[config.mk]
export PLATFORM = sky130hd
export DESIGN_NAME = avalon_mm_arbiter_flat
export DESIGN_NICKNAME = d
export VERILOG_FILES = /design/src/rtl/avalon_mm_arbiter_if.sv /design/src/rtl/avalon_mm_arbiter.sv /design/src/flat_wrapper.sv
export SDC_FILE = /design/constraint.sdc
export NUM_CORES = 1
export LEC_CHECK = 0
export CAP_MARGIN = 40
export CORE_UTILIZATION = 29
export DETAILED_ROUTE_END_ITERATION = 7
export SKIP_LAST_GASP = 1
export SYNTH_ARGS = -nofsm -noshare
export SYNTH_HDL_FRONTEND = slang
export SYNTH_SLANG_ARGS = --single-unit
export TNS_END_PERCENT = 20
[constraint.sdc]
create_clock -name clk -period 1.9 [get_ports clk]
set_input_delay 0.38 -clock clk [delete_from_list [all_inputs] [get_ports clk]]
set_output_delay 0.38 -clock clk [all_outputs]
set_load 0.05 [all_outputs]
[src/rtl/avalon_mm_arbiter_if.sv]
// Bus bundle for avalon_mm_arbiter: requester-side and shared-slave-side signals.
// modport master : the arbiter (drives the shared slave and the requester responses)
// modport slave  : the environment (requesters plus the shared slave)
interface avalon_mm_arbiter_if #(
   parameter int unsigned NUM_MASTERS = 4
);
   logic [NUM_MASTERS-1:0]   mst_read;
   logic [NUM_MASTERS-1:0]   mst_write;
   logic [8*NUM_MASTERS-1:0] mst_address;
   logic [8*NUM_MASTERS-1:0] mst_writedata;
   logic [NUM_MASTERS-1:0]   mst_waitrequest;
   logic [7:0]               mst_readdata;
   logic [7:0]               slv_address;
   logic [7:0]               slv_writedata;
   logic                     slv_read;
   logic                     slv_write;
   logic                     slv_waitrequest;
   logic [7:0]               slv_readdata;
   logic [NUM_MASTERS-1:0]   grant;
   logic                     timeout_err;

   modport master (
      input  mst_read, mst_write, mst_address, mst_writedata,
      input  slv_waitrequest, slv_readdata,
      output mst_waitrequest, mst_readdata,
      output slv_address, slv_writedata, slv_read, slv_write,
      output grant, timeout_err
   );

   modport slave (
      output mst_read, mst_write, mst_address, mst_writedata,
      output slv_waitrequest, slv_readdata,
      input  mst_waitrequest, mst_readdata,
      input  slv_address, slv_writedata, slv_read, slv_write,
      input  grant, timeout_err
   );
endinterface

[src/rtl/avalon_mm_arbiter.sv]
// Round-robin arbiter sharing one Avalon-MM slave among NUM_MASTERS requesters.
// FSM IDLE -> ISSUE -> DONE; all slave-side outputs and mst_readdata registered.
// Optional feature macro: AVMM_ARB_TIMEOUT_EN (abort a stalled slave access
// after TIMEOUT_CYCLES waitrequest cycles, return 0xFF, set sticky timeout_err).
module avalon_mm_arbiter #(
   parameter int unsigned NUM_MASTERS    = 4,
   parameter int unsigned TIMEOUT_CYCLES = 255
) (
   input  logic                clk,
   input  logic                reset_n,
   avalon_mm_arbiter_if.master bus
);
   localparam int unsigned PTR_W = $clog2(NUM_MASTERS);

   if (NUM_MASTERS < 2 || NUM_MASTERS > 8 || TIMEOUT_CYCLES < 1 || TIMEOUT_CYCLES > 255) begin : g_param_check
      $error("avalon_mm_arbiter: parameter out of range");
   end

   typedef enum logic [1:0] {IDLE, ISSUE, DONE} state_t;

   state_t                 state_q, state_d;
   logic                   arb_en_q, arb_en_d;
   logic [PTR_W-1:0]       rr_ptr_q, rr_ptr_d;
   logic [PTR_W-1:0]       owner_q, owner_d;
   logic [NUM_MASTERS-1:0] grant_q, grant_d;
   logic [NUM_MASTERS-1:0] mst_wait_q, mst_wait_d;
   logic [7:0]             rdata_q, rdata_d;
   logic [7:0]             slv_addr_q, slv_addr_d;
   logic [7:0]             slv_wdata_q, slv_wdata_d;
   logic                   slv_read_q, slv_read_d;
   logic                   slv_write_q, slv_write_d;

   logic [NUM_MASTERS-1:0] req;
   logic                   win_found;
   logic [PTR_W-1:0]       win_idx;
   int unsigned            win_sel;
   int unsigned            scan_idx;
   logic                   start;
   logic                   finish;
   logic                   timed_out;

   assign req    = bus.mst_read | bus.mst_write;
   assign start  = (state_q == IDLE) && arb_en_q && win_found;
   assign finish = (state_q == ISSUE) && (!bus.slv_waitrequest || timed_out);

   // round-robin search: first requester at or after rr_ptr, wrapping to 0
   always_comb begin
      win_found = 1'b0;
      win_idx   = '0;
      scan_idx  = 0;
      for (int unsigned k = 0; k < NUM_MASTERS; k++) begin
         scan_idx = 32'(rr_ptr_q) + k;
         if (scan_idx >= NUM_MASTERS) scan_idx = scan_idx - NUM_MASTERS;
         if (!win_found && req[scan_idx]) begin
            win_found = 1'b1;
            win_idx   = PTR_W'(scan_idx);
         end
      end
      win_sel = 32'(win_idx);
   end

`ifdef AVMM_ARB_TIMEOUT_EN
   logic [7:0] to_cnt_q, to_cnt_d;
   logic       timeout_err_q, timeout_err_d;

   assign timed_out = (state_q == ISSUE) && bus.slv_waitrequest &&
                      (to_cnt_q == 8'(TIMEOUT_CYCLES - 1));

   // wait counter runs only while a command is outstanding; error flag is sticky
   always_comb begin
      to_cnt_d      = (state_q == ISSUE) ? to_cnt_q + 8'd1 : '0;
      timeout_err_d = timeout_err_q | timed_out;
   end

   // timeout counter and sticky error registers
   always_ff @(posedge clk or negedge reset_n) begin
      if (!reset_n) begin
         to_cnt_q      <= '0;
         timeout_err_q <= 1'b0;
      end else begin
         to_cnt_q      <= to_cnt_d;
         timeout_err_q <= timeout_err_d;
      end
   end

   assign bus.timeout_err = timeout_err_q;
`else
   assign timed_out       = 1'b0;
   assign bus.timeout_err = 1'b0;
`endif

   // state register; arb_en holds off arbitration for the first edge after reset release
   always_ff @(posedge clk or negedge reset_n) begin
      if (!reset_n) begin
         state_q  <= IDLE;
         arb_en_q <= 1'b0;
      end else begin
         state_q  <= state_d;
         arb_en_q <= arb_en_d;
      end
   end

   // next-state logic
   always_comb begin
      state_d  = state_q;
      arb_en_d = 1'b1;
      case (state_q)
         IDLE:    if (start)  state_d = ISSUE;
         ISSUE:   if (finish) state_d = DONE;
         DONE:    state_d = IDLE;
         default: state_d = IDLE;
      endcase
   end

   // output/datapath next values (all registered below)
   always_comb begin
      rr_ptr_d    = rr_ptr_q;
      owner_d     = owner_q;
      grant_d     = grant_q;
      mst_wait_d  = mst_wait_q;
      rdata_d     = rdata_q;
      slv_addr_d  = slv_addr_q;
      slv_wdata_d = slv_wdata_q;
      slv_read_d  = slv_read_q;
      slv_write_d = slv_write_q;
      case (state_q)
         IDLE: begin
            if (start) begin
               owner_d          = win_idx;
               grant_d          = '0;
               grant_d[win_idx] = 1'b1;
               slv_addr_d       = bus.mst_address[8*win_sel +: 8];
               slv_wdata_d      = bus.mst_writedata[8*win_sel +: 8];
               // write has priority when both strobes are raised together
               slv_write_d      = bus.mst_write[win_idx];
               slv_read_d       = bus.mst_read[win_idx] & ~bus.mst_write[win_idx];
            end
         end
         ISSUE: begin
            if (finish) begin
               slv_read_d          = 1'b0;
               slv_write_d         = 1'b0;
               mst_wait_d          = '1;
               mst_wait_d[owner_q] = 1'b0;
               if (timed_out)       rdata_d = 8'hFF;
               else if (slv_read_q) rdata_d = bus.slv_readdata;
               else                 rdata_d = 8'h00;
            end
         end
         DONE: begin
            mst_wait_d = '1;
            grant_d    = '0;
            rr_ptr_d   = (owner_q == PTR_W'(NUM_MASTERS - 1)) ? '0 : owner_q + PTR_W'(1);
         end
         default: ;
      endcase
   end

   // registered outputs and arbitration bookkeeping
   always_ff @(posedge clk or negedge reset_n) begin
      if (!reset_n) begin
         rr_ptr_q    <= '0;
         owner_q     <= '0;
         grant_q     <= '0;
         mst_wait_q  <= '1;
         rdata_q     <= '0;
         slv_addr_q  <= '0;
         slv_wdata_q <= '0;
         slv_read_q  <= 1'b0;
         slv_write_q <= 1'b0;
      end else begin
         rr_ptr_q    <= rr_ptr_d;
         owner_q     <= owner_d;
         grant_q     <= grant_d;
         mst_wait_q  <= mst_wait_d;
         rdata_q     <= rdata_d;
         slv_addr_q  <= slv_addr_d;
         slv_wdata_q <= slv_wdata_d;
         slv_read_q  <= slv_read_d;
         slv_write_q <= slv_write_d;
      end
   end

   assign bus.grant           = grant_q;
   assign bus.mst_waitrequest = mst_wait_q;
   assign bus.mst_readdata    = rdata_q;
   assign bus.slv_address     = slv_addr_q;
   assign bus.slv_writedata   = slv_wdata_q;
   assign bus.slv_read        = slv_read_q;
   assign bus.slv_write       = slv_write_q;
endmodule
[src/flat_wrapper.sv]
// flat-port wrapper written by rule: the top's interface ports become plain ports
module avalon_mm_arbiter_flat 
#(
   parameter int unsigned NUM_MASTERS    = 4,
   parameter int unsigned TIMEOUT_CYCLES = 255
)
  (clk, reset_n, bus_mst_read, bus_mst_write, bus_mst_address, bus_mst_writedata, bus_slv_waitrequest, bus_slv_readdata, bus_mst_waitrequest, bus_mst_readdata, bus_slv_address, bus_slv_writedata, bus_slv_read, bus_slv_write, bus_grant, bus_timeout_err);
  avalon_mm_arbiter_if #(.NUM_MASTERS(NUM_MASTERS)) bus_i ();
  input  logic clk;
  input  logic reset_n;
  input wire logic [$bits(bus_i.mst_read)-1:0] bus_mst_read;
  input wire logic [$bits(bus_i.mst_write)-1:0] bus_mst_write;
  input wire logic [$bits(bus_i.mst_address)-1:0] bus_mst_address;
  input wire logic [$bits(bus_i.mst_writedata)-1:0] bus_mst_writedata;
  input wire logic [$bits(bus_i.slv_waitrequest)-1:0] bus_slv_waitrequest;
  input wire logic [$bits(bus_i.slv_readdata)-1:0] bus_slv_readdata;
  output wire logic [$bits(bus_i.mst_waitrequest)-1:0] bus_mst_waitrequest;
  output wire logic [$bits(bus_i.mst_readdata)-1:0] bus_mst_readdata;
  output wire logic [$bits(bus_i.slv_address)-1:0] bus_slv_address;
  output wire logic [$bits(bus_i.slv_writedata)-1:0] bus_slv_writedata;
  output wire logic [$bits(bus_i.slv_read)-1:0] bus_slv_read;
  output wire logic [$bits(bus_i.slv_write)-1:0] bus_slv_write;
  output wire logic [$bits(bus_i.grant)-1:0] bus_grant;
  output wire logic [$bits(bus_i.timeout_err)-1:0] bus_timeout_err;
  assign bus_i.mst_read = bus_mst_read;
  assign bus_i.mst_write = bus_mst_write;
  assign bus_i.mst_address = bus_mst_address;
  assign bus_i.mst_writedata = bus_mst_writedata;
  assign bus_i.slv_waitrequest = bus_slv_waitrequest;
  assign bus_i.slv_readdata = bus_slv_readdata;
  assign bus_mst_waitrequest = bus_i.mst_waitrequest;
  assign bus_mst_readdata = bus_i.mst_readdata;
  assign bus_slv_address = bus_i.slv_address;
  assign bus_slv_writedata = bus_i.slv_writedata;
  assign bus_slv_read = bus_i.slv_read;
  assign bus_slv_write = bus_i.slv_write;
  assign bus_grant = bus_i.grant;
  assign bus_timeout_err = bus_i.timeout_err;
  avalon_mm_arbiter #(.NUM_MASTERS(NUM_MASTERS), .TIMEOUT_CYCLES(TIMEOUT_CYCLES)) u_core (.clk(clk), .reset_n(reset_n), .bus(bus_i));
endmodule
Word-level counts from Yosys, hierarchy flattened --
Index checks and enable logic that the tools add are counted.
Cells by class: add/sub/neg operators 8, multipliers 0, divide/modulo/power cells 0, $lt $le $gt $ge 12, eq/ne operators 5, shift operators 2, muxes and demuxes 42, bitwise operators 4, reductions and logical operators 22
Operator list (number):
- 32-bit by 3-bit < comparator with 1-bit output (second input constant) | 4
- 32-bit 2-to-1 mux | 4
- 32-bit by 3-bit greater-or-equal comparator with 1-bit output (second input constant) | 3
- 32-bit by 3-bit subtractor with 32-bit output (second input constant) | 3
- 32-bit by 6-bit indexed part select with 8-bit output | 2
- 4-bit one-hot mux with 2 select lines | 2
- 1-bit 2-to-1 mux | 15
- 2-bit 2-to-1 mux | 7
- 1-bit binary-select mux with 2-bit select | 6
- 2-bit AND reduction | 5
- 1-bit logical AND | 8
- 4-bit 2-to-1 mux | 2
- 8-bit 2-to-1 mux | 1
- 2-bit by 2-bit adder with 3-bit output (second input constant) | 2
- 2-bit by 3-bit < comparator with 1-bit output (second input constant) | 2
- 2-bit nonzero test | 3
- 1-bit demux with 2-bit select | 2
- 2-bit equality test (second input constant) | 2
- 2-bit by 1-bit greater-or-equal comparator with 1-bit output (second input constant) | 2
- 1-bit zero test | 4
- 2-bit by 1-bit != test with 1-bit output (second input constant) | 2
- 4-bit inverter | 1
- 4-bit bitwise OR | 1
- 1-bit one-hot mux with 2 select lines | 2
- 10 further kinds | 10
Word-level totals: register bits after elaboration 41, latch bits 0, bits in writable memories 0, memory bits (read-only) 0, input port bits 83, output and inout port bits 35, logic and storage cells 106, memories 0

Logic depth before layout (Yosys ltp) --
Gate-level depths: netlist of the first run.
word-level depth 20, gate-level depth with buffers 7, depth with buffers taken out 5

Worst setup path after synthesis of the first run --
No wires, ideal clock.
path kind input port to flip-flop, start in bus_mst_read[3], end reg u_core.slv_wdata_q[7] (netlist: u_core.bus.slv_writedata[7]), arrival 1.871 ns, data required time 1.775 ns, slack -0.096 ns, stages on the path 5, buffers on the path 1, path through or2_2 o31a_4 buf_8 mux4_2 mux2_4
On the way: cells in the longest elaborated chain, start to end 15, elaborated cells on any way between the ends 26, those cells by class shift (1); mux (16); bitwise (1); reduce/logical (8)
Ends and longest elaborated chain:
- from (decl) | RTL line flat_wrapper.sv:11 | input wire logic [$bits(bus_i.mst_read)-1:0] bus_mst_read;
- 4-bit bitwise OR * | RTL line avalon_mm_arbiter.sv:42 | assign req = bus.mst_read | bus.mst_write;
- branches (longest 14 deep; another with 1-bit binary-select mux with 2-bit select)
- to (signal assigned) | RTL line avalon_mm_arbiter.sv:178 | slv_wdata_q <= slv_wdata_d;
- to (decl) | RTL line avalon_mm_arbiter.sv:29 | logic [7:0] slv_wdata_q, slv_wdata_d;
Every way passes the cells marked *. The select of a mux whose other input is x is not followed. A chain may end at the register's enable or synchronous reset.

Worst setup path in the final report of the first run --
start reg u_core.rr_ptr_q[1], end reg u_core.slv_wdata_q[5] (netlist: u_core.bus.slv_writedata[5])
On the way: cells in the longest elaborated chain, start to end 16, elaborated cells on any way between the ends 40, those cells by class add/sub (7); order compare (4); shift (1); mux (20); reduce/logical (8)
Ends and longest elaborated chain:
- from (decl) | RTL line avalon_mm_arbiter.sv:23 | logic [PTR_W-1:0] rr_ptr_q, rr_ptr_d;
- from (signal assigned) | RTL line avalon_mm_arbiter.sv:172 | rr_ptr_q <= rr_ptr_d;
- branches (longest 16 deep; another with 32-bit by 3-bit subtractor with 32-bit output)
Several ways; the timed one is not identified. The select of a mux whose other input is x is not followed.

==> impl_metrics.ini, run 1 <==
[die]
num_io_pins = 118
die_h_um = 90.6
die_w_um = 90.6
core_um2 = 7410
rows = 31
fp.dieArea_um2 = 8210
initial_utilization_pct = 30.7

[status]
violations = negative setup slack
status = finished with violations

[clock_network]
cts_tree = built
cts_hold_buffers = 0
cts_max_level = 2
root_buffer = clkbuf_8
cts.sinks = 41
max-clock-path-buffers = 2
clock_latency_ns = 0.30
clkSlewWorstSetupHoldPaths_ns = 0.09
cts_buffers = 5

[pwr]
vdd_drop_max_mv = 0.603
cellLeakagePower_nw = 1.65
power.density_nw_per_um2 = 1560
total_power_mw = 6.03

[routing]
vias = 2051
first_pass_iters = 4
drtIter0Drc = 112
drc = 0
ant_nets = 0
routedWlPerCell_um = 16.6
post_drt_via_cell_ratio = 4.79
drt-total-wl_um = 7100

[cells_and_area]
fillCellCount = 666
drive_gt1_share_pct = 31.0
nNetsFinal = 415
diodes = 0
syn_to_final_growth_pct = 69.5

[synthesis]
synth_seq_cells = 41
ys_seq_area_share_pct = 45.3
synth_commonest_cells = 37 x dfrtp_1, 29 x nand2_1, 16 x o21ai_0
netlist_area_um2 = 2280
synth-simple-area-share_pct = 11.6
async_flop_share_pct = 100
synth_edf_count = 0
synth_xor_area_share_pct = 0
synth_top_area_share_pct = 40.7
yosysMostFrequentCell = dfrtp_1
synthTopCellsByArea = dfrtp_1 41%, mux4_2 14%, mux2_4 9.2%
synthFlopType = dfrtp_1
synth_top_area_cell = dfrtp_1
postSynthAreaPerCell_um2 = 12.0
yosys_warnings = 0
synth_mux_area_share_pct = 27.3
synthesis.nets = 276
synth_top_family_by_area = multiplexers
synth-compound-area-share_pct = 9.51
synthAdderAreaFrac_pct = 2.20
ys_types = 42
synthCells = 189

[sta]
relSlewSlack_pct = 65.2
hold_viol_final = 0
rsz0062_at_grt = true
period_needed_ns = 1.97
finClkSkew_ns = 0.00675
fin_ws_ns = -0.0748
fmax_mhz = 506
period_share_pct = 104
tns_ns = -1.04
hold_slack_ns = 0.0231
finalSetupViolCount = 17
tightest_slew_ns = 0.517
final_max_slew_viol_count = 0

[global_route]
grt_pass1_vias = 2193
grtUsageMet1_pct = 21.3
grtUsageMet3_pct = 2.36
grt_pass1_wl_um = 11100
antenna_found_initial = 0
grt_max_degree = 24
groute.usage.overall_pct = 17.6
grt_overflow = 0
grt-busiest-layer = met2
use_met2_pct = 31.8

[worst_setup_path]
critPathMaxFanout = 5
worst_ep_required_time_ns = 2.09
reg2reg_slack_ns = -0.07
worstSetupEndpoint = u_core.bus.slv_writedata[5]$_DFFE_PN0P_
cp.arrival_ns = 2.16
cp-end-kind = flop
worstReg2RegStart = u_core.rr_ptr_q[1]$_DFFE_PN0P_
r2r_end = u_core.bus.slv_writedata[5]$_DFFE_PN0P_
cp-startpoint = u_core.rr_ptr_q[1]$_DFFE_PN0P_
critPathKind = flop to flop
start_kind = flop
r2r.worst_path.cells = 8

[placement]
portBuffers = 116
gp_congestion = 0.875
pre_cts_ws_ns = -0.686
dp_hpwl_um = 5280

[job]
maxCapViolations = 0

[min_path]
hp-class = input port to async pin
[state kept, by name (all words and copies together), names as in the netlist]
signal and count:
u_core.state_q 2, u_core.arb_en_q 1, u_core.bus.grant 4, u_core.bus.slv_address 8, u_core.bus.slv_read 1, u_core.bus.mst_waitrequest 4, u_core.owner_q 2, u_core.bus.slv_writedata 8
u_core.bus.slv_write 1, u_core.rr_ptr_q 2, u_core.bus.mst_readdata 8
[critical path: stages (launching register included)]
cell and delay (ns):
dfrtp_2 0.46, nor3_2 0.14, a211oi_1 0.08, buf_4 0.15
a211oi_4 0.20, buf_6 0.15, buf_4 0.12, mux4_2 0.28
mux2_4 0.26
[final cells by class]
type                       count  area [µm²]  area share, %
clock buffer                   5        68.8           1.78
inverter                       5        18.8          0.486
timing repair buffer         141        1340           34.7
tap                           99         124           3.21
clock inverter                 3        21.3          0.551
multi-input combinational    134        1250           32.5
sequential                    41        1030           26.8
[power by group]
| part | total (mW) | switching (mW) | internal (mW) |
|---|---|---|---|
| Clock | 0.612 | 0.351 | 0.261 |
| Sequential | 1.59 | 0.300 | 1.29 |
| Combinational | 3.83 | 2.11 | 1.72 |
| Total | 6.03 | 2.76 | 3.27 |
[placed cells by master, fill, tap and decap left out, drive strengths merged, types with 6 or more instances in the layout]
cell,instances
mux4,16
nand2,29
nand3,7
clkdlybuf4s50,91
inv,6
buf,42
clkbuf,6
dlygate4sd2,6
o21ai,17
mux2,17
nor2,12
dfrtp,37
[cell families (layout without fill, tap and decap cells)]
group,after synthesis,after routing
other cells,2,2
compound gates,33,35
buf+inv,16,154
mux,34,34
flops,41,41
fa+ha+maj,4,4
simple gates,59,59
[metrics by stage]
stage | area (µm²) | instances | utilization, %
floorplan | 2280 | 189 | -
CTS | 3810 | 427 | 51.4
detailed placement | 3650 | 415 | 49.3
finish | 3860 | 428 | 52.1
global route | 3860 | 428 | 52.1
global placement | 3650 | 415 | 49.3
[layer usage]
layer	wire, µm	vias to the layer above
met5	0	-
met2	3820	56
met3	217	12
met4	148	0
li1	-	972
met1	2920	1011
[worst min-delay path by stage]
stage | start | to | depth (start not counted)
after global routing | reset_n | u_core.bus.slv_address[0]$_DFFE_PN0P_ | 1
final | reset_n | u_core.bus.slv_address[0]$_DFFE_PN0P_ | 1
after CTS | reset_n | u_core.bus.slv_address[0]$_DFFE_PN0P_ | 1
after global placement | reset_n | u_core.bus.slv_address[0]$_DFFE_PN0P_ | 1
after detailed placement | reset_n | u_core.bus.slv_address[0]$_DFFE_PN0P_ | 1
after floorplan | reset_n | u_core.arb_en_q$_DFF_PN0_ | 0
[what timing repair did]
item                                    CTS  global route
setup buffers                             2             2
endpoints found under the setup margin   23            20
resized for setup                        20            10
cloned                                    2             0
pin swaps                                 8             5
(Power assumes the default switching activity.)
==> run 2: changes to the inputs <==
--- a/config.mk
+++ b/config.mk
@@ -8,6 +8,7 @@
 export CAP_MARGIN = 40
 export CORE_UTILIZATION = 29
 export DETAILED_ROUTE_END_ITERATION = 7
+export GPL_TIMING_DRIVEN = 0
 export SKIP_LAST_GASP = 1
 export SYNTH_ARGS = -nofsm -noshare
 export SYNTH_HDL_FRONTEND = slang
==> impl_metrics.ini, run 2 (synthesis gave the netlist of run 1 again) <==
[pwr]
total_power_mw = 6.23
vdd_drop_max_mv = 0.583
power.density_nw_per_um2 = 1600
cellLeakagePower_nw = 1.64

[sta]
period_share_pct = 106
final_max_slew_viol_count = 0
rsz0062_at_grt = true
fmax_mhz = 496
hold_viol_final = 0
finClkSkew_ns = 0.00451
tns_ns = -1.40
relSlewSlack_pct = 63.4
tightest_slew_ns = 0.548
fin_ws_ns = -0.114
finalSetupViolCount = 18
period_needed_ns = 2.01

[cells_and_area]
drive_gt1_share_pct = 24.0
final_common_cell = clkdlybuf4s50_1
layout_common_cells = 105 x clkdlybuf4s50_1, 37 x dfrtp_1, 29 x nand2_1
diodes = 0
nNetsFinal = 415
syn_to_final_growth_pct = 70.9
design_area_um2 = 3890

[clock_network]
cts_tree = built
max-clock-path-buffers = 2
root_buffer = clkbuf_8
cts.sinks = 41
cts_buffers = 5
clkSlewWorstSetupHoldPaths_ns = 0.08
clock_latency_ns = 0.29
cts_max_level = 2

[global_route]
grt_pass1_vias = 1975
antenna_found_initial = 0
groute.usage.overall_pct = 15.9
grt_pass1_wl_um = 10100
grt_overflow = 0
grt_max_degree = 37

[worst_setup_path]
worst_ep_required_time_ns = 1.52
cp_num_buf_inv = 1
critical-path-top-delay-family = buffers and inverters
cpPeakStageDelay_ns = 0.80
path_depth = 1
crit_chain = clkdlybuf4s50_1
crit_path_top_delay_cell = clkdlybuf4s50_1
start_kind = flop
r2r_end = u_core.bus.slv_writedata[0]$_DFFE_PN0P_
r2r.worst_path.cells = 6
critPathKind = flop to output pin
worstReg2RegStart = u_core.rr_ptr_q[1]$_DFFE_PN0P_
reg2reg_slack_ns = -0.08
cp-end-kind = output pin
cp.arrival_ns = 1.63
critPathMaxFanout = 3

[die]
rows = 31
die_w_um = 90.6
fp.dieArea_um2 = 8210
num_io_pins = 118
core_um2 = 7410
die_h_um = 90.6
initial_utilization_pct = 30.7

[min_path]
hp-class = input port to async pin

[routing]
post_drt_via_cell_ratio = 4.67
vias = 1999
first_pass_iters = 4
routedWlPerCell_um = 15.8
drc = 0
ant_nets = 0
drt-total-wl_um = 6750
drtIter0Drc = 69

[job]
maxCapViolations = 0

[placement]
placed_area_um2 = 3580
gp_congestion = 0.855
portBuffers = 116
pre_cts_ws_ns = -0.987
dp_hpwl_um = 4990

[status]
status = finished with violations
violations = negative setup slack
run 2: cell types whose count changed in the layout (fill, tap and decap cells not counted), sizes merged:
cell           delta
inv               -1
clkinvlp          -1
dlymetal6s2s      +1
clkbuf            +7
o31a              -2
dlygate4sd3       +1
buf              -19
clkdlybuf4s50    +14
run 2: worst max path at each step:
stage / from / to
floorplan: u_core.rr_ptr_q[1]$_DFFE_PN0P_ / u_core.bus.slv_writedata[5]$_DFFE_PN0P_
global placement: bus_mst_write[0] / u_core.bus.slv_writedata[6]$_DFFE_PN0P_
detailed placement: bus_mst_write[0] / u_core.bus.slv_writedata[6]$_DFFE_PN0P_
CTS: u_core.bus.mst_waitrequest[1]$_DFFE_PN1P_ / bus_mst_waitrequest[1]
global route: u_core.bus.mst_waitrequest[1]$_DFFE_PN1P_ / bus_mst_waitrequest[1]
finish: u_core.bus.mst_waitrequest[1]$_DFFE_PN1P_ / bus_mst_waitrequest[1]
run 2: report_power, final:
part           internal, mW  switching (mW)  total [mW]
sequential             1.29           0.235        1.52
combinational          1.87            2.21        4.08
clock                 0.328           0.297       0.626
total                  3.48            2.75        6.23
run 2: final cells by class:
type | instances | area (µm²)
fillers | 684 | 3520
clock inverters | 1 | 5.00
inverters | 5 | 18.8
clock buffers | 7 | 96.3
plain buffers | 10 | 96.3
well taps | 99 | 124
flip-flops and latches | 41 | 1030
multi-input cells | 132 | 1190
repair buffers | 133 | 1330
run 2: what timing repair did:
action,in CTS,in global routing
hold buffers,1,0
cloned,1,1
pin swaps,3,4
setup endpoints to repair,28,24
setup buffers,7,6
gates resized for setup,21,12
hold endpoints to repair,5,0
run 2: layer usage:
layer / vias up / track usage, % / share of wire, %
met5: - / 0 / 0
met4: 0 / 5.78 / 1.9
met3: 10 / 2.95 / 3.9
met2: 56 / 25.9 / 50
met1: 968 / 21.0 / 44
li1: 965 / - / -
run 2: per-stage QoR:
stage,utilization [%],hold slack [ns],instances
global placement,48.2,0.470,404
floorplan,-,0.0844,189
detailed placement,48.4,0.226,405
finish,52.5,0.460,428
global route,52.5,0.452,428
CTS,51.2,0.454,422
